[config.mk]
export PLATFORM = sky130hd
export DESIGN_NAME = intersect_result_writer
export DESIGN_NICKNAME = d
export VERILOG_FILES = /design/src/rtl/intersect_result_writer.sv
export SDC_FILE = /design/constraint.sdc
export NUM_CORES = 1
export LEC_CHECK = 0
export BUFFER_PORTS_ARGS = -buffer_cell sky130_fd_sc_hd__buf_2
export CAP_MARGIN = 30
export CELL_PAD_IN_SITES_DETAIL_PLACEMENT = 2
export CELL_PAD_IN_SITES_GLOBAL_PLACEMENT = 2
export CORE_ASPECT_RATIO = 0.5
export CORE_MARGIN = 2
export CORE_UTILIZATION = 50
export CTS_CLUSTER_SIZE = 25
export DETAILED_ROUTE_END_ITERATION = 6
export PLACE_DENSITY_LB_ADDON = 0.1
export SLEW_MARGIN = 20
export SYNTH_ARGS = -nofsm -noshare
export SYNTH_HDL_FRONTEND = slang
export SYNTH_SLANG_ARGS = --single-unit
[constraint.sdc]
create_clock -name clk_in -period 9.1 [get_ports clk_in]
set_input_delay 0.91 -clock clk_in [delete_from_list [all_inputs] [get_ports clk_in]]
set_output_delay 0.91 -clock clk_in [all_outputs]
set_load 0.005 [all_outputs]
[src/rtl/intersect_result_writer.sv]
// intersect_result_writer
// Turns block-intersection results into framebuffer writes (address + RGB444),
// buffers them in a small FIFO and drains them over a ready/valid write port.
// The result stream cannot be stalled, so a full FIFO drops the result and
// records the loss in a sticky flag and a saturating counter.
module intersect_result_writer #(
  parameter int         H_RES      = 320,
  parameter int         V_RES      = 180,
  parameter int         FIFO_DEPTH = 16,
  parameter int         ADDR_W     = 16,
  parameter logic [3:0] MISS_BLOCK = 4'd15,
  parameter logic [11:0] BG_COLOR  = 12'h000
) (
  input  logic              clk_in,
  input  logic              rst_n_in,
  input  logic [10:0]       x_in,
  input  logic [9:0]        y_in,
  input  logic [3:0]        best_block_in,
  input  logic [31:0]       best_t_in,
  input  logic              valid_in,
  output logic [ADDR_W-1:0] wr_addr_out,
  output logic [11:0]       wr_data_out,
  output logic              wr_valid_out,
  input  logic              wr_ready_in,
  output logic              frame_done_out,
  output logic              overflow_out,
  output logic [15:0]       dropped_count_out
);

  localparam int PTR_W   = $clog2(FIFO_DEPTH);
  localparam int ENTRY_W = 1 + 12 + ADDR_W;  // {last_pixel, colour, address}

  // Only the sign of the ray parameter matters: negative t counts as a miss.
  logic unused_t_bits;
  assign unused_t_bits = ^best_t_in[30:0];

  logic              in_range;
  logic              is_hit;
  logic              is_last;
  logic [11:0]       color_next;
  logic [ADDR_W-1:0] addr_next;

  assign in_range  = (32'(x_in) < 32'(H_RES)) && (32'(y_in) < 32'(V_RES));
  assign is_hit    = (best_block_in != MISS_BLOCK) && !best_t_in[31];
  assign is_last   = (32'(x_in) == 32'(H_RES - 1)) && (32'(y_in) == 32'(V_RES - 1));
  // Computing directly in ADDR_W bits gives the same result as truncating the full product.
  assign addr_next = ADDR_W'(y_in) * ADDR_W'(H_RES) + ADDR_W'(x_in);

  // Palette lookup: the two low bits of the block index select the hit colour.
  always_comb begin
    color_next = BG_COLOR;
    if (is_hit) begin
      case (best_block_in[1:0])
        2'd0:    color_next = 12'hF00;
        2'd1:    color_next = 12'h0F0;
        2'd2:    color_next = 12'h00F;
        default: color_next = 12'hFF0;
      endcase
    end
  end

  logic               s1_valid_reg;
  logic [ENTRY_W-1:0] s1_entry_reg;

  // Stage 1: register the filtered, converted result.
  always_ff @(posedge clk_in or negedge rst_n_in) begin
    if (!rst_n_in) begin
      s1_valid_reg <= 1'b0;
      s1_entry_reg <= '0;
    end else begin
      s1_valid_reg <= valid_in && in_range;
      s1_entry_reg <= {is_last, color_next, addr_next};
    end
  end

  logic [ENTRY_W-1:0] fifo_mem [FIFO_DEPTH];
  logic [PTR_W-1:0]   wr_ptr_reg;
  logic [PTR_W-1:0]   rd_ptr_reg;
  logic [PTR_W:0]     count_reg;
  logic [PTR_W:0]     count_next;
  logic               frame_done_reg;
  logic               overflow_reg;
  logic [15:0]        dropped_reg;
  logic [ENTRY_W-1:0] head_entry;
  logic               fifo_full;
  logic               push;
  logic               pop;
  logic               drop;

  assign fifo_full  = (count_reg == (PTR_W + 1)'(FIFO_DEPTH));
  assign head_entry = fifo_mem[rd_ptr_reg];
  assign pop        = wr_valid_out && wr_ready_in;
  // A same-cycle pop frees a slot, so a full FIFO still accepts the entry.
  assign push       = s1_valid_reg && (!fifo_full || pop);
  assign drop       = s1_valid_reg && fifo_full && !pop;

  // Occupancy update from the push/pop pair.
  always_comb begin
    count_next = count_reg;
    case ({push, pop})
      2'b10:   count_next = count_reg + 1'b1;
      2'b01:   count_next = count_reg - 1'b1;
      default: count_next = count_reg;
    endcase
  end

  // FIFO storage; contents are never reset because occupancy alone defines validity.
  always_ff @(posedge clk_in) begin
    if (push) begin
      fifo_mem[wr_ptr_reg] <= s1_entry_reg;
    end
  end

  // FIFO pointers, occupancy, frame-done pulse and drop accounting.
  always_ff @(posedge clk_in or negedge rst_n_in) begin
    if (!rst_n_in) begin
      wr_ptr_reg     <= '0;
      rd_ptr_reg     <= '0;
      count_reg      <= '0;
      frame_done_reg <= 1'b0;
      overflow_reg   <= 1'b0;
      dropped_reg    <= 16'd0;
    end else begin
      if (push) begin
        wr_ptr_reg <= wr_ptr_reg + 1'b1;
      end
      if (pop) begin
        rd_ptr_reg <= rd_ptr_reg + 1'b1;
      end
      count_reg      <= count_next;
      frame_done_reg <= pop && head_entry[ENTRY_W-1];
      if (drop) begin
        overflow_reg <= 1'b1;
        if (dropped_reg != 16'hFFFF) begin
          dropped_reg <= dropped_reg + 16'd1;
        end
      end
    end
  end

  // Head entry is shown only while valid so the port reads as zero when idle.
  assign wr_valid_out      = (count_reg != '0);
  assign wr_addr_out       = wr_valid_out ? head_entry[ADDR_W-1:0] : '0;
  assign wr_data_out       = wr_valid_out ? head_entry[ADDR_W +: 12] : 12'h000;
  assign frame_done_out    = frame_done_reg;
  assign overflow_out      = overflow_reg;
  assign dropped_count_out = dropped_reg;

endmodule
==> results of run 1 <==
[metal layers]
layer	share of wire (%)	wire length, µm
met4	3.7	1810
met2	48	23700
met3	9.1	4500
met1	39	19200
met5	0	0
[cell usage after synthesis (2+ instances only)]
cell | instances | area, µm²
sky130_fd_sc_hd__edfxtp_1 | 320 | 9610
sky130_fd_sc_hd__mux4_2 | 99 | 2230
sky130_fd_sc_hd__dfrtp_1 | 52 | 1300
sky130_fd_sc_hd__ha_1 | 31 | 388
sky130_fd_sc_hd__nor2_1 | 27 | 101
sky130_fd_sc_hd__nand2_1 | 24 | 90.1
sky130_fd_sc_hd__xnor2_1 | 23 | 201
sky130_fd_sc_hd__and2_1 | 21 | 131
sky130_fd_sc_hd__inv_1 | 19 | 71.3
sky130_fd_sc_hd__buf_4 | 17 | 128
sky130_fd_sc_hd__xor2_1 | 12 | 105
sky130_fd_sc_hd__clkbuf_1 | 11 | 41.3
sky130_fd_sc_hd__o21ai_0 | 11 | 55.1
sky130_fd_sc_hd__nand4_1 | 8 | 50.1
sky130_fd_sc_hd__nor3_1 | 8 | 40.0
sky130_fd_sc_hd__nand3_1 | 7 | 35.0
sky130_fd_sc_hd__a21oi_1 | 6 | 30.0
sky130_fd_sc_hd__buf_1 | 5 | 18.8
sky130_fd_sc_hd__nor2b_1 | 5 | 31.3
sky130_fd_sc_hd__a211oi_1 | 4 | 30.0
sky130_fd_sc_hd__a21o_1 | 4 | 30.0
sky130_fd_sc_hd__and3_1 | 4 | 25.0
sky130_fd_sc_hd__buf_2 | 4 | 20.0
sky130_fd_sc_hd__a31oi_1 | 3 | 18.8
sky130_fd_sc_hd__and4_1 | 3 | 26.3
sky130_fd_sc_hd__fa_1 | 3 | 60.1
sky130_fd_sc_hd__mux2i_1 | 3 | 30.0
sky130_fd_sc_hd__nand2b_1 | 3 | 18.8
sky130_fd_sc_hd__nor4_1 | 3 | 18.8
sky130_fd_sc_hd__o211a_1 | 3 | 30.0
sky130_fd_sc_hd__o2111ai_1 | 2 | 17.5
sky130_fd_sc_hd__o211ai_1 | 2 | 15.0
sky130_fd_sc_hd__o21a_1 | 2 | 15.0
[worst paths after layout]
kind	end	from
max	wr_addr_out[0]	rd_ptr_reg[0]$_DFFE_PN0N_
min	overflow_out$_DFFE_PN0P_	overflow_out$_DFFE_PN0P_
max reg2reg	count_reg[4]$_DFFE_PN0P_	count_reg[0]$_DFFE_PN0P_
min reg2reg	overflow_out$_DFFE_PN0P_	overflow_out$_DFFE_PN0P_
max in group asynchronous	rd_ptr_reg[0]$_DFFE_PN0N_	rst_n_in
min in group asynchronous	dropped_count_out[4]$_DFFE_PN0P_	rst_n_in
[area by class of cell]
| type | instances | share of cell area [%] |
|---|---|---|
| Sequential cell | 372 | 63.8 |
| Multi-Input combinational cell | 329 | 23.0 |
| Clock buffer | 55 | 6.22 |
| Timing Repair Buffer | 100 | 3.51 |
| Tap cell | 391 | 2.86 |
| Inverter | 19 | 0.416 |
| Clock inverter | 8 | 0.190 |
| Antenna cell | 2 | 0.0292 |
[cell families after synthesis]
kind of cell	after synthesis	share of synthesized area (%)
AO/OA/AOI/OAI	41	1.83
XOR/XNOR	35	2.03
adder cells (fa/ha/maj)	34	2.97
buffers and inverters	57	1.92
flip-flops	372	72.3
multiplexers	103	15.0
AND/OR/NAND/NOR	116	3.93
[power groups by stage]
stage | clock, mW | combinational, mW | sequential [mW]
final | 1.48 | 1.28 | 2.15
after global routing | 1.56 | 1.36 | 2.17
after CTS | 1.50 | 1.28 | 2.15
after detailed placement | 0 | 1.25 | 2.19
after global placement | 0 | 1.14 | 2.15
after floorplan | 0 | 0.954 | 2.06
[through the flow]
stage	total power, mW	hold slack, ps	instances	worst slack (ps)
after floorplan	3.01	465	758	5600
after global placement	3.30	448	1209	4820
after detailed placement	3.43	455	1210	4790
after CTS	4.92	473	1273	4230
after global routing	5.08	489	1275	4330
final	4.90	470	1276	4520
[layout by cell type (no fill, tap or decap), drive strengths merged, types with 4 or more instances in the layout]
| cell type | Yosys | layout |
|---|---|---|
| edfxtp | 320 | 320 |
| buf | 27 | 100 |
| mux4 | 99 | 99 |
| clkbuf | 11 | 55 |
| dfrtp | 52 | 52 |
| ha | 31 | 31 |
| nor2 | 27 | 27 |
| nand2 | 24 | 24 |
| xnor2 | 23 | 23 |
| and2 | 21 | 21 |
| inv | 19 | 19 |
| xor2 | 12 | 12 |
| o21ai | 11 | 11 |
| nand4 | 8 | 8 |
| clkinv | 0 | 8 |
| nor3 | 8 | 8 |
| nand3 | 7 | 7 |
| a21oi | 6 | 6 |
| nor2b | 5 | 5 |
| and3 | 4 | 4 |
| a21o | 4 | 4 |
| a211oi | 4 | 4 |
==> impl_metrics.prom, run 1 <==
# TYPE chip_impl_metric gauge
chip_impl_metric{name="cpPeakStageDelay",unit="ps"} 940
chip_impl_metric{name="worst_slew_margin_rel",unit="%"} 34.0
chip_impl_metric{name="timing_hold_violations_final",unit=""} 0
chip_impl_metric{name="crit_fanout",unit=""} 38
chip_impl_metric{name="initial_core_util",unit="%"} 51.4
chip_impl_metric{name="seq_area_frac_synth",unit="%"} 72.3
chip_impl_metric{name="vias_per_inst",unit=""} 6.55
chip_impl_info{name="crit_path_cell_trace",value="buf_4 > buf_16 > mux4_2 > mux4_2 > and2_1 > buf_2"} 1
chip_impl_metric{name="num_rows",unit=""} 44
chip_impl_info{name="cts-root-buf",value="sky130_fd_sc_hd__clkbuf_16"} 1
chip_impl_info{name="cpMaxStageDelayCell",value="sky130_fd_sc_hd__dfrtp_4"} 1
chip_impl_metric{name="ys.warnings.count",unit=""} 0
chip_impl_metric{name="total_of_fill_cells_in_the_finished_design",unit=""} 2428
chip_impl_metric{name="clkPwrFrac",unit="%"} 30.1
chip_impl_metric{name="cts_hold_buffers",unit=""} 0
chip_impl_metric{name="clock_tree.htree_level_count",unit=""} 2
chip_impl_info{name="grt.busiest_layer",value="met2"} 1
chip_impl_metric{name="internal_power_summed_over_all_cells",unit="mW"} 3.44
chip_impl_info{name="cts_tree",value="done"} 1
chip_impl_metric{name="number_of_clock_buffers_inserted_by_tritoncts",unit=""} 35
chip_impl_metric{name="tritoncts_num_sinks",unit=""} 372
chip_impl_metric{name="die-height",unit="µm"} 127
chip_impl_metric{name="timing.final.crit_share",unit="%"} 50.3
chip_impl_metric{name="floorplan_die_area",unit="µm²"} 31700
chip_impl_metric{name="ys_seq_elements",unit=""} 372
chip_impl_info{name="rsz_0062_raised_after_global_routing",value="false"} 1
chip_impl_info{name="min_path_type",value="register to register"} 1
chip_impl_metric{name="final_nets",unit=""} 952
chip_impl_metric{name="post_synth_inst_count",unit=""} 758
chip_impl_metric{name="largest_net_degree_at_the_start_of_global_routing",unit=""} 53
chip_impl_metric{name="ctsResizeCount",unit=""} 0
chip_impl_metric{name="synth.net_count",unit=""} 853
chip_impl_metric{name="post_layout_minimum_cycle_time",unit="ps"} 4580
chip_impl_metric{name="power-per-cell-area",unit="nW/µm²"} 286
chip_impl_metric{name="routed-via-count",unit=""} 8357
chip_impl_metric{name="timing.final.setup_violations",unit=""} 0
chip_impl_metric{name="timing_max_transition_violations_final",unit=""} 0
chip_impl_metric{name="async_reset_ff_share",unit="%"} 14.0
chip_impl_metric{name="grt_util_met1",unit="%"} 42.6
chip_impl_metric{name="drive_gt1_share",unit="%"} 30.2
chip_impl_metric{name="totalNegativeSetupSlack",unit="ps"} 0
chip_impl_metric{name="fin_util",unit="%"} 58.4
chip_impl_metric{name="net-switching-power",unit="mW"} 1.46
chip_impl_metric{name="place.gp.congestion",unit=""} 0.734
chip_impl_metric{name="worst-endpoint-required",unit="ps"} 8190
chip_impl_info{name="path_delay_family",value="multiplexers"} 1
chip_impl_metric{name="hold_path_depth",unit=""} 1
chip_impl_metric{name="antenna_found_initial",unit=""} 2
chip_impl_metric{name="max_cap_viol_count",unit=""} 0
chip_impl_metric{name="seq_area",unit="µm²"} 10900
chip_impl_metric{name="placed_area",unit="µm²"} 16000
chip_impl_metric{name="clock_transition_at_the_registers_of_the_reported_paths",unit="ps"} 70
chip_impl_metric{name="max_clock_freq",unit="MHz"} 218
chip_impl_metric{name="io_pins",unit=""} 108
chip_impl_metric{name="clock_path_buffers",unit=""} 3
chip_impl_metric{name="cp_num_cells",unit=""} 6
chip_impl_info{name="outcome",value="completed"} 1
chip_impl_info{name="crit_end_category",value="primary output"} 1
chip_impl_metric{name="floorplan.core_area",unit="µm²"} 29300
chip_impl_metric{name="cp.buffers_inverters",unit=""} 3
chip_impl_metric{name="timing.clock.skew",unit="ps"} 22.4
chip_impl_metric{name="first_global_vias",unit=""} 9341
chip_impl_metric{name="power_switching_share",unit="%"} 29.8
chip_impl_metric{name="globalRouteMet2Util",unit="%"} 52.5
chip_impl_info{name="most_used_cell_along_the_critical_path",value="sky130_fd_sc_hd__mux4_2"} 1
chip_impl_metric{name="flop_pwr_share",unit="%"} 43.9
chip_impl_metric{name="groute.layer.met3.usage",unit="%"} 8.60
chip_impl_metric{name="track_usage",unit="%"} 32.5
chip_impl_info{name="path_class",value="register to primary output"} 1
chip_impl_metric{name="drc_violations_left",unit=""} 0
chip_impl_metric{name="power.static_leakage",unit="nW"} 5.98
chip_impl_metric{name="grt_pass1_wl",unit="µm"} 70700
chip_impl_metric{name="detailed_placer_s_ending_hpwl",unit="µm"} 29700
chip_impl_metric{name="synth_enable_flop_cells",unit=""} 320
chip_impl_info{name="dominantRegCellSynth",value="sky130_fd_sc_hd__edfxtp_1"} 1
chip_impl_metric{name="synthesis.area",unit="µm²"} 15100
chip_impl_metric{name="drt_iter0_markers",unit=""} 988
chip_impl_metric{name="synth_area_per_inst",unit="µm²"} 19.9
chip_impl_metric{name="multi_input_comb_area",unit="µm²"} 3950
chip_impl_metric{name="yosys.cell_types.count",unit=""} 42
chip_impl_metric{name="post_cts_buffers",unit=""} 0
chip_impl_metric{name="worst-endpoint-arrival",unit="ps"} 3670
chip_impl_metric{name="peakVddDrop",unit="mV"} 0.150
chip_impl_metric{name="clk_latency",unit="ps"} 540
chip_impl_metric{name="pwr-share-comb",unit="%"} 26.0
chip_impl_metric{name="finish.instance_area",unit="µm²"} 17100
chip_impl_metric{name="grt_remaining_overflow",unit=""} 0
chip_impl_metric{name="worst-r2r-setup-slack",unit="ps"} 5810
chip_impl_metric{name="chipWidth",unit="µm"} 250
chip_impl_metric{name="cell_count_of_the_worst_reg_to_reg_path",unit=""} 11
chip_impl_metric{name="post_drt_wl_per_cell",unit="µm"} 38.6
chip_impl_metric{name="route.antenna.remaining_nets",unit=""} 0
chip_impl_metric{name="io_buffer_count",unit=""} 76
chip_impl_metric{name="area_growth_syn_to_layout",unit="%"} 13.5
chip_impl_info{name="critPathLaunchType",value="register"} 1
chip_impl_metric{name="routed_wl",unit="µm"} 49300
chip_impl_metric{name="tightest_slew",unit="ps"} 979
chip_impl_metric{name="drt_pre_antenna_iters",unit=""} 5
chip_impl_metric{name="largest_reg_flops",unit=""} 320
(Power assumes the default switching activity.)
==> run 2: changes to the inputs <==
Settings changed: CORE_UTILIZATION 50 to 42.
Clock period 9.1 ns to 4.1 ns, I/O delays scaled along.
==> run 2 against run 1 <==
Clock power is 120% higher. Combinational power is 100% higher. Non-clock buffer count is 6 higher. Largest cell class unchanged. Global-route usage is 11 points lower. Core utilization is 9.8 points lower. Sequential power is 120% higher. Clock skew is 9.9 ps lower. Design area is 1.1% higher. Critical endpoint is now wr_addr_out[6].
==> impl_metrics.prom, run 2 (same netlist as run 1, synthesis figures left out) <==
# TYPE chip_impl_metric gauge
chip_impl_info{name="outcome",value="completed"} 1
chip_impl_metric{name="routed-via-count",unit=""} 7525
chip_impl_metric{name="power_switching_share",unit="%"} 27.8
chip_impl_metric{name="power.static_leakage",unit="nW"} 6.02
chip_impl_metric{name="fin_util",unit="%"} 48.6
chip_impl_metric{name="vias_per_inst",unit=""} 5.48
chip_impl_metric{name="timing.final.crit_share",unit="%"} 87.1
chip_impl_metric{name="track_usage",unit="%"} 21.0
chip_impl_info{name="crit_end_category",value="primary output"} 1
chip_impl_metric{name="grt_remaining_overflow",unit=""} 0
chip_impl_metric{name="drt_iter0_markers",unit=""} 598
chip_impl_metric{name="io_buffer_count",unit=""} 76
chip_impl_info{name="cts_tree",value="done"} 1
chip_impl_metric{name="power-per-cell-area",unit="nW/µm²"} 617
chip_impl_metric{name="cts_hold_buffers",unit=""} 2
chip_impl_metric{name="num_rows",unit=""} 49
chip_impl_metric{name="post_layout_minimum_cycle_time",unit="ps"} 3570
chip_impl_metric{name="internal_power_summed_over_all_cells",unit="mW"} 7.71
chip_impl_metric{name="grt_pass1_wl",unit="µm"} 57200
chip_impl_metric{name="clkPwrFrac",unit="%"} 30.6
chip_impl_metric{name="worst-endpoint-required",unit="ps"} 3690
chip_impl_metric{name="die-height",unit="µm"} 138
chip_impl_metric{name="area_growth_syn_to_layout",unit="%"} 14.8
chip_impl_metric{name="clock_tree.htree_level_count",unit=""} 2
chip_impl_metric{name="place.gp.congestion",unit=""} 0.738
chip_impl_metric{name="antenna_found_initial",unit=""} 0
chip_impl_metric{name="chipWidth",unit="µm"} 272
chip_impl_metric{name="post_cts_buffers",unit=""} 0
chip_impl_metric{name="post_drt_wl_per_cell",unit="µm"} 27.7
chip_impl_metric{name="detailed_placer_s_ending_hpwl",unit="µm"} 22900
chip_impl_metric{name="pwr-share-comb",unit="%"} 24.5
chip_impl_metric{name="timing.final.setup_violations",unit=""} 0
chip_impl_metric{name="clk_latency",unit="ps"} 530
chip_impl_metric{name="routed_wl",unit="µm"} 38100
chip_impl_metric{name="tritoncts_num_sinks",unit=""} 372
chip_impl_metric{name="net-switching-power",unit="mW"} 2.97
chip_impl_metric{name="worst-endpoint-arrival",unit="ps"} 3160
chip_impl_info{name="highest_count_cells_in_the_layout_ignoring_fill_and_taps",value="sky130_fd_sc_hd__edfxtp_1, sky130_fd_sc_hd__mux4_2, sky130_fd_sc_hd__buf_2"} 1
chip_impl_metric{name="finish.instance_area",unit="µm²"} 17300
chip_impl_info{name="path_class",value="register to primary output"} 1
chip_impl_metric{name="largest_reg_flops",unit=""} 320
chip_impl_metric{name="number_of_clock_buffers_inserted_by_tritoncts",unit=""} 35
chip_impl_metric{name="peakVddDrop",unit="mV"} 0.252
chip_impl_metric{name="largest_net_degree_at_the_start_of_global_routing",unit=""} 44
chip_impl_metric{name="drt_pre_antenna_iters",unit=""} 5
chip_impl_metric{name="max_cap_viol_count",unit=""} 0
chip_impl_metric{name="ctsResizeCount",unit=""} 0
chip_impl_metric{name="route.antenna.remaining_nets",unit=""} 0
chip_impl_metric{name="floorplan_die_area",unit="µm²"} 37600
chip_impl_metric{name="crit_fanout",unit=""} 29
chip_impl_metric{name="drive_gt1_share",unit="%"} 31.2
chip_impl_info{name="layout.cells.most_common",value="sky130_fd_sc_hd__edfxtp_1"} 1
chip_impl_metric{name="clock_path_buffers",unit=""} 3
chip_impl_metric{name="timing_hold_violations_final",unit=""} 0
chip_impl_info{name="rsz_0062_raised_after_global_routing",value="false"} 1
chip_impl_metric{name="timing_max_transition_violations_final",unit=""} 0
chip_impl_metric{name="first_global_vias",unit=""} 8440
chip_impl_metric{name="timing.clock.skew",unit="ps"} 12.6
chip_impl_metric{name="drc_violations_left",unit=""} 0
chip_impl_info{name="min_path_type",value="primary input to register"} 1
chip_impl_metric{name="fin_hold_ws",unit="ps"} 21.9
chip_impl_info{name="critPathLaunchType",value="register"} 1
chip_impl_metric{name="clock_transition_at_the_registers_of_the_reported_paths",unit="ps"} 70
chip_impl_metric{name="final_nets",unit=""} 958
chip_impl_metric{name="max_clock_freq",unit="MHz"} 280
chip_impl_metric{name="placed_area",unit="µm²"} 16200
chip_impl_metric{name="flop_pwr_share",unit="%"} 45.0
chip_impl_metric{name="totalNegativeSetupSlack",unit="ps"} 0
chip_impl_metric{name="total_power",unit="mW"} 10.7
chip_impl_info{name="cts-root-buf",value="sky130_fd_sc_hd__clkbuf_16"} 1
chip_impl_metric{name="floorplan.core_area",unit="µm²"} 35700
chip_impl_metric{name="worst_slew_margin_rel",unit="%"} 41.3
chip_impl_metric{name="io_pins",unit=""} 108
chip_impl_metric{name="initial_core_util",unit="%"} 42.3
chip_impl_metric{name="tightest_slew",unit="ps"} 880
-- run 2: cell types whose count changed in the layout (fill, tap and decap cells not counted), sizes merged --
| cell | previous run | this run |
|---|---|---|
| buf | 100 | 104 |
| clkbuf | 55 | 51 |
| bufinv | 0 | 2 |
| dlygate4sd3 | 0 | 2 |
| clkinvlp | 0 | 1 |
| diode | 2 | 1 |
| inv | 19 | 20 |
-- run 2: final cells by class --
cell class | count | area [µm²]
clock buffers | 51 | 1020
well taps | 484 | 606
diodes | 1 | 2.50
repair buffers | 106 | 648
multi-input cells | 329 | 3950
fillers | 3246 | 18400
flip-flops and latches | 372 | 10900
inverters | 19 | 71.3
clock inverters | 12 | 113
-- run 2: power by group through the flow --
stage | clock network [mW] | registers, mW | logic [mW]
6_report | 3.27 | 4.80 | 2.61
4_1_cts | 3.36 | 4.82 | 2.68
3_5_place_dp | 0 | 4.90 | 2.67
2_1_floorplan | 0 | 4.56 | 2.11
3_3_place_gp | 0 | 4.93 | 2.52
5_1_grt | 3.49 | 4.85 | 2.85
-- run 2: through the flow --
| step | std cells | setup slack (ps) |
|---|---|---|
| 2_1_floorplan | 758 | 1090 |
| 3_3_place_gp | 1307 | 951 |
| 3_5_place_dp | 1308 | 821 |
| 4_1_cts | 1373 | 445 |
| 5_1_grt | 1373 | 356 |
| 6_report | 1374 | 530 |
-- run 2: final timing paths --
| check | start | end | slack (ps) | cells past startpoint |
|---|---|---|---|---|
| min | x_in[4] | s1_entry_reg[4]$_DFF_PN0_ | 20 | 1 |
| max | rd_ptr_reg[0]$_DFFE_PN0N_ | wr_addr_out[6] | 530 | 5 |
| min reg2reg | overflow_out$_DFFE_PN0P_ | overflow_out$_DFFE_PN0P_ | 490 | 1 |
| max in group asynchronous | rst_n_in | s1_entry_reg[5]$_DFF_PN0_ | 2700 | 3 |
| max reg2reg | count_reg[0]$_DFFE_PN0P_ | count_reg[4]$_DFFE_PN0P_ | 880 | 12 |
| min in group asynchronous | rst_n_in | dropped_count_out[2]$_DFFE_PN0P_ | 490 | 2 |
-- run 2: worst max-delay path, cell delays in order, from the launching register on --
cell                      delay (ps)
sky130_fd_sc_hd__dfrtp_4         830
sky130_fd_sc_hd__buf_4           400
sky130_fd_sc_hd__mux4_2          550
sky130_fd_sc_hd__mux4_2          520
sky130_fd_sc_hd__and2_1          180
sky130_fd_sc_hd__buf_2           120
-- run 2: per-layer routing --
| layer | wire length [µm] | vias to the layer above | global-route usage, % |
|---|---|---|---|
| li1 | - | 3240 | - |
| met2 | 18300 | 181 | 34.0 |
| met5 | 0 | - | 0 |
| met4 | 539 | 0 | 3.85 |
| met3 | 2160 | 47 | 3.27 |
| met1 | 17100 | 4057 | 30.8 |
==> run 3: changes to the inputs <==
Settings changed: CELL_PAD_IN_SITES_DETAIL_PLACEMENT 2 to not set, CELL_PAD_IN_SITES_GLOBAL_PLACEMENT 2 to not set, CORE_UTILIZATION 42 to 50, PLACE_DENSITY set to 0.71, PLACE_DENSITY_LB_ADDON 0.1 to not set.
==> run 3 against run 2 <==
Largest power group unchanged. First-iteration DRC count grew 10%. Count of clock-buffer cells in the layout is 2 lower. Sequential power barely moved. Flip-flop and latch count unchanged. Maximum frequency increased by 1.7%. Largest cell class unchanged.
==> impl_metrics.prom, run 3 (same netlist as run 1, synthesis figures left out) <==
# TYPE chip_impl_metric gauge
chip_impl_metric{name="io_buffer_count",unit=""} 76
chip_impl_info{name="outcome",value="completed"} 1
chip_impl_metric{name="initial_core_util",unit="%"} 51.4
chip_impl_metric{name="worst-endpoint-arrival",unit="ps"} 3100
chip_impl_info{name="crit_path_cell_trace",value="buf_4 > mux4_2 > mux4_2 > and2_1 > buf_2"} 1
chip_impl_info{name="crit_end_category",value="primary output"} 1
chip_impl_metric{name="cpPeakStageDelay",unit="ps"} 860
chip_impl_metric{name="antenna_found_initial",unit=""} 1
chip_impl_metric{name="vias_per_inst",unit=""} 5.87
chip_impl_metric{name="net-switching-power",unit="mW"} 2.82
chip_impl_metric{name="routed_wl",unit="µm"} 30900
chip_impl_metric{name="power.static_leakage",unit="nW"} 5.98
chip_impl_metric{name="timing.final.crit_share",unit="%"} 85.6
chip_impl_metric{name="worst_slew_margin_rel",unit="%"} 52.0
chip_impl_info{name="r2r_end",value="count_reg[4]$_DFFE_PN0P_"} 1
chip_impl_metric{name="power_switching_share",unit="%"} 27.2
chip_impl_metric{name="drt_iter0_markers",unit=""} 659
chip_impl_info{name="critical_path.startpoint",value="rd_ptr_reg[0]$_DFFE_PN0N_"} 1
chip_impl_metric{name="max_cap_viol_count",unit=""} 0
chip_impl_metric{name="multi_input_comb_area",unit="µm²"} 3950
chip_impl_metric{name="routed-via-count",unit=""} 7523
chip_impl_metric{name="clock_path_buffers",unit=""} 3
chip_impl_info{name="highest_count_cells_in_the_layout_ignoring_fill_and_taps",value="sky130_fd_sc_hd__edfxtp_1, sky130_fd_sc_hd__mux4_2, sky130_fd_sc_hd__buf_2"} 1
chip_impl_metric{name="detailed_placer_s_ending_hpwl",unit="µm"} 17700
chip_impl_metric{name="area_growth_syn_to_layout",unit="%"} 13.6
chip_impl_metric{name="timing.clock.skew",unit="ps"} 24.2
chip_impl_info{name="regToRegStartpoint",value="count_reg[0]$_DFFE_PN0P_"} 1
chip_impl_info{name="layout.cells.most_common",value="sky130_fd_sc_hd__edfxtp_1"} 1
chip_impl_metric{name="clock_tree.htree_level_count",unit=""} 2
chip_impl_metric{name="post_cts_buffers",unit=""} 0
chip_impl_metric{name="globalRouteMet2Util",unit="%"} 31.4
chip_impl_metric{name="drc_violations_left",unit=""} 0
chip_impl_metric{name="chipWidth",unit="µm"} 250
chip_impl_metric{name="placed_cells",unit=""} 1216
chip_impl_metric{name="totalNegativeSetupSlack",unit="ps"} 0
chip_impl_metric{name="route.antenna.remaining_nets",unit=""} 0
chip_impl_metric{name="grt_remaining_overflow",unit=""} 0
chip_impl_metric{name="peakVddDrop",unit="mV"} 0.325
chip_impl_info{name="critPathLaunchType",value="register"} 1
chip_impl_metric{name="clkPwrFrac",unit="%"} 29.4
chip_impl_metric{name="timing_max_transition_violations_final",unit=""} 0
chip_impl_metric{name="post_layout_minimum_cycle_time",unit="ps"} 3510
chip_impl_metric{name="timing_hold_violations_final",unit=""} 0
chip_impl_metric{name="worst-r2r-setup-slack",unit="ps"} 1030
chip_impl_metric{name="worst-endpoint-required",unit="ps"} 3690
chip_impl_info{name="critPathCapture",value="wr_addr_out[6]"} 1
chip_impl_metric{name="final-instance-count-excl-fill",unit=""} 1282
chip_impl_metric{name="timing.final.setup_violations",unit=""} 0
chip_impl_info{name="most_used_cell_along_the_critical_path",value="sky130_fd_sc_hd__mux4_2"} 1
chip_impl_metric{name="antenna_cells",unit=""} 0
chip_impl_metric{name="final_nets",unit=""} 960
chip_impl_metric{name="cp_num_cells",unit=""} 5
chip_impl_metric{name="flop_pwr_share",unit="%"} 46.1
chip_impl_info{name="path_class",value="register to primary output"} 1
chip_impl_metric{name="pwr-share-comb",unit="%"} 24.4
chip_impl_metric{name="seq_area",unit="µm²"} 10900
chip_impl_metric{name="tightest_slew",unit="ps"} 720
chip_impl_info{name="cts-root-buf",value="sky130_fd_sc_hd__clkbuf_16"} 1
chip_impl_metric{name="clk_latency",unit="ps"} 530
chip_impl_metric{name="cp.buffers_inverters",unit=""} 2
chip_impl_metric{name="die-height",unit="µm"} 127
chip_impl_metric{name="clock_transition_at_the_registers_of_the_reported_paths",unit="ps"} 60
chip_impl_metric{name="first_global_vias",unit=""} 7785
chip_impl_metric{name="grt_util_met1",unit="%"} 30.1
chip_impl_metric{name="track_usage",unit="%"} 20.3
chip_impl_metric{name="total_of_fill_cells_in_the_finished_design",unit=""} 2090
chip_impl_metric{name="floorplan_die_area",unit="µm²"} 31700
chip_impl_info{name="rsz_0062_raised_after_global_routing",value="false"} 1
chip_impl_metric{name="grt_pass1_wl",unit="µm"} 47100
chip_impl_metric{name="num_rows",unit=""} 44
chip_impl_metric{name="groute.layer.met3.usage",unit="%"} 3.82
chip_impl_metric{name="crit_fanout",unit=""} 33
chip_impl_metric{name="floorplan.core_area",unit="µm²"} 29300
chip_impl_info{name="min_path_type",value="primary input to register"} 1
chip_impl_metric{name="drive_gt1_share",unit="%"} 30.4
chip_impl_metric{name="place.gp.congestion",unit=""} 0.787
chip_impl_metric{name="io_pins",unit=""} 108
chip_impl_metric{name="largest_net_degree_at_the_start_of_global_routing",unit=""} 41
chip_impl_metric{name="power-per-cell-area",unit="nW/µm²"} 605
chip_impl_metric{name="cell_count_of_the_worst_reg_to_reg_path",unit=""} 12
chip_impl_metric{name="max_clock_freq",unit="MHz"} 285
chip_impl_metric{name="internal_power_summed_over_all_cells",unit="mW"} 7.56
chip_impl_metric{name="number_of_clock_buffers_inserted_by_tritoncts",unit=""} 35
chip_impl_metric{name="largest_reg_flops",unit=""} 320
chip_impl_info{name="path_delay_family",value="multiplexers"} 1
chip_impl_metric{name="post_drt_wl_per_cell",unit="µm"} 24.1
chip_impl_metric{name="drt_pre_antenna_iters",unit=""} 7
chip_impl_metric{name="tritoncts_num_sinks",unit=""} 372
chip_impl_info{name="grt.busiest_layer",value="met2"} 1
chip_impl_info{name="cpMaxStageDelayCell",value="sky130_fd_sc_hd__dfrtp_4"} 1
chip_impl_info{name="cts_tree",value="done"} 1
==> run 3: how the worst min path moves through the flow <==
| stage | from | end | slack (ps) | cells after the start |
|---|---|---|---|---|
| after global placement | overflow_out$_DFFE_PN0P_ | overflow_out$_DFFE_PN0P_ | 450 | 1 |
| final | x_in[1] | s1_entry_reg[1]$_DFF_PN0_ | 30 | 1 |
| after detailed placement | overflow_out$_DFFE_PN0P_ | overflow_out$_DFFE_PN0P_ | 450 | 1 |
| after floorplan | rst_n_in | count_reg[0]$_DFFE_PN0P_ | 110 | 0 |
| after global routing | x_in[5] | s1_entry_reg[5]$_DFF_PN0_ | 20 | 1 |
| after CTS | x_in[5] | s1_entry_reg[5]$_DFF_PN0_ | 20 | 1 |
==> run 3: metrics by stage <==
| stage | power (mW) | hold WS [ps] | setup WS [ps] | instance area [µm²] | util (%) |
|---|---|---|---|---|---|
| final | 10.4 | 33.3 | 589 | 17100 | 58.4 |
| after global routing | 10.8 | 17.1 | 416 | 17100 | 58.4 |
| after CTS | 10.5 | 17.6 | 499 | 17100 | 58.4 |
| after detailed placement | 7.44 | 451 | 1020 | 16000 | 54.7 |
| after global placement | 7.37 | 449 | 1050 | 16000 | 54.6 |
| after floorplan | 6.67 | 114 | 1090 | 15100 | - |
==> run 3: power by group through the flow <==
stage                     registers, mW  clock network (mW)  logic, mW
final                              4.79                3.06       2.54
after global routing               4.83                3.25       2.74
after CTS                          4.79                3.11       2.59
after detailed placement           4.87                   0       2.56
after global placement             4.90                   0       2.47
after floorplan                    4.56                   0       2.11
==> run 3: area by class of cell <==
| cell class | instances | area share, % |
|---|---|---|
| sequential | 372 | 63.7 |
| multi-input combinational | 329 | 23.0 |
| clock buffer | 49 | 5.60 |
| timing repair buffer | 108 | 3.81 |
| tap | 391 | 2.85 |
| clock inverter | 14 | 0.642 |
| inverter | 19 | 0.416 |
==> run 3: per-layer routing <==
metal / part of all wire [%] / vias up
met5: 0.029 / -
met4: 2.1 / 2
met3: 7.6 / 58
met2: 46 / 280
met1: 44 / 3936
li1: - / 3247
==> run 3: repair_timing <==
| action | CTS | global route |
|---|---|---|
| endpoints found under the hold margin | 32 | 0 |
| resized for setup | 0 | 0 |
| setup endpoints to repair | 0 | 0 |
| hold buffers | 3 | 0 |
==> run 3: worst reg2reg max path: stages, from the launching register on <==
cell                       delay [ps]
sky130_fd_sc_hd__dfrtp_1          420
sky130_fd_sc_hd__nor4_1           470
sky130_fd_sc_hd__nand2b_1         100
sky130_fd_sc_hd__buf_4            260
sky130_fd_sc_hd__nand2_1          220
sky130_fd_sc_hd__inv_1            120
sky130_fd_sc_hd__ha_1             250
sky130_fd_sc_hd__ha_1             330
sky130_fd_sc_hd__nor2b_1          140
sky130_fd_sc_hd__o21ai_0          200
sky130_fd_sc_hd__a21oi_1          100
sky130_fd_sc_hd__nor3_1           230
sky130_fd_sc_hd__xor2_1           160
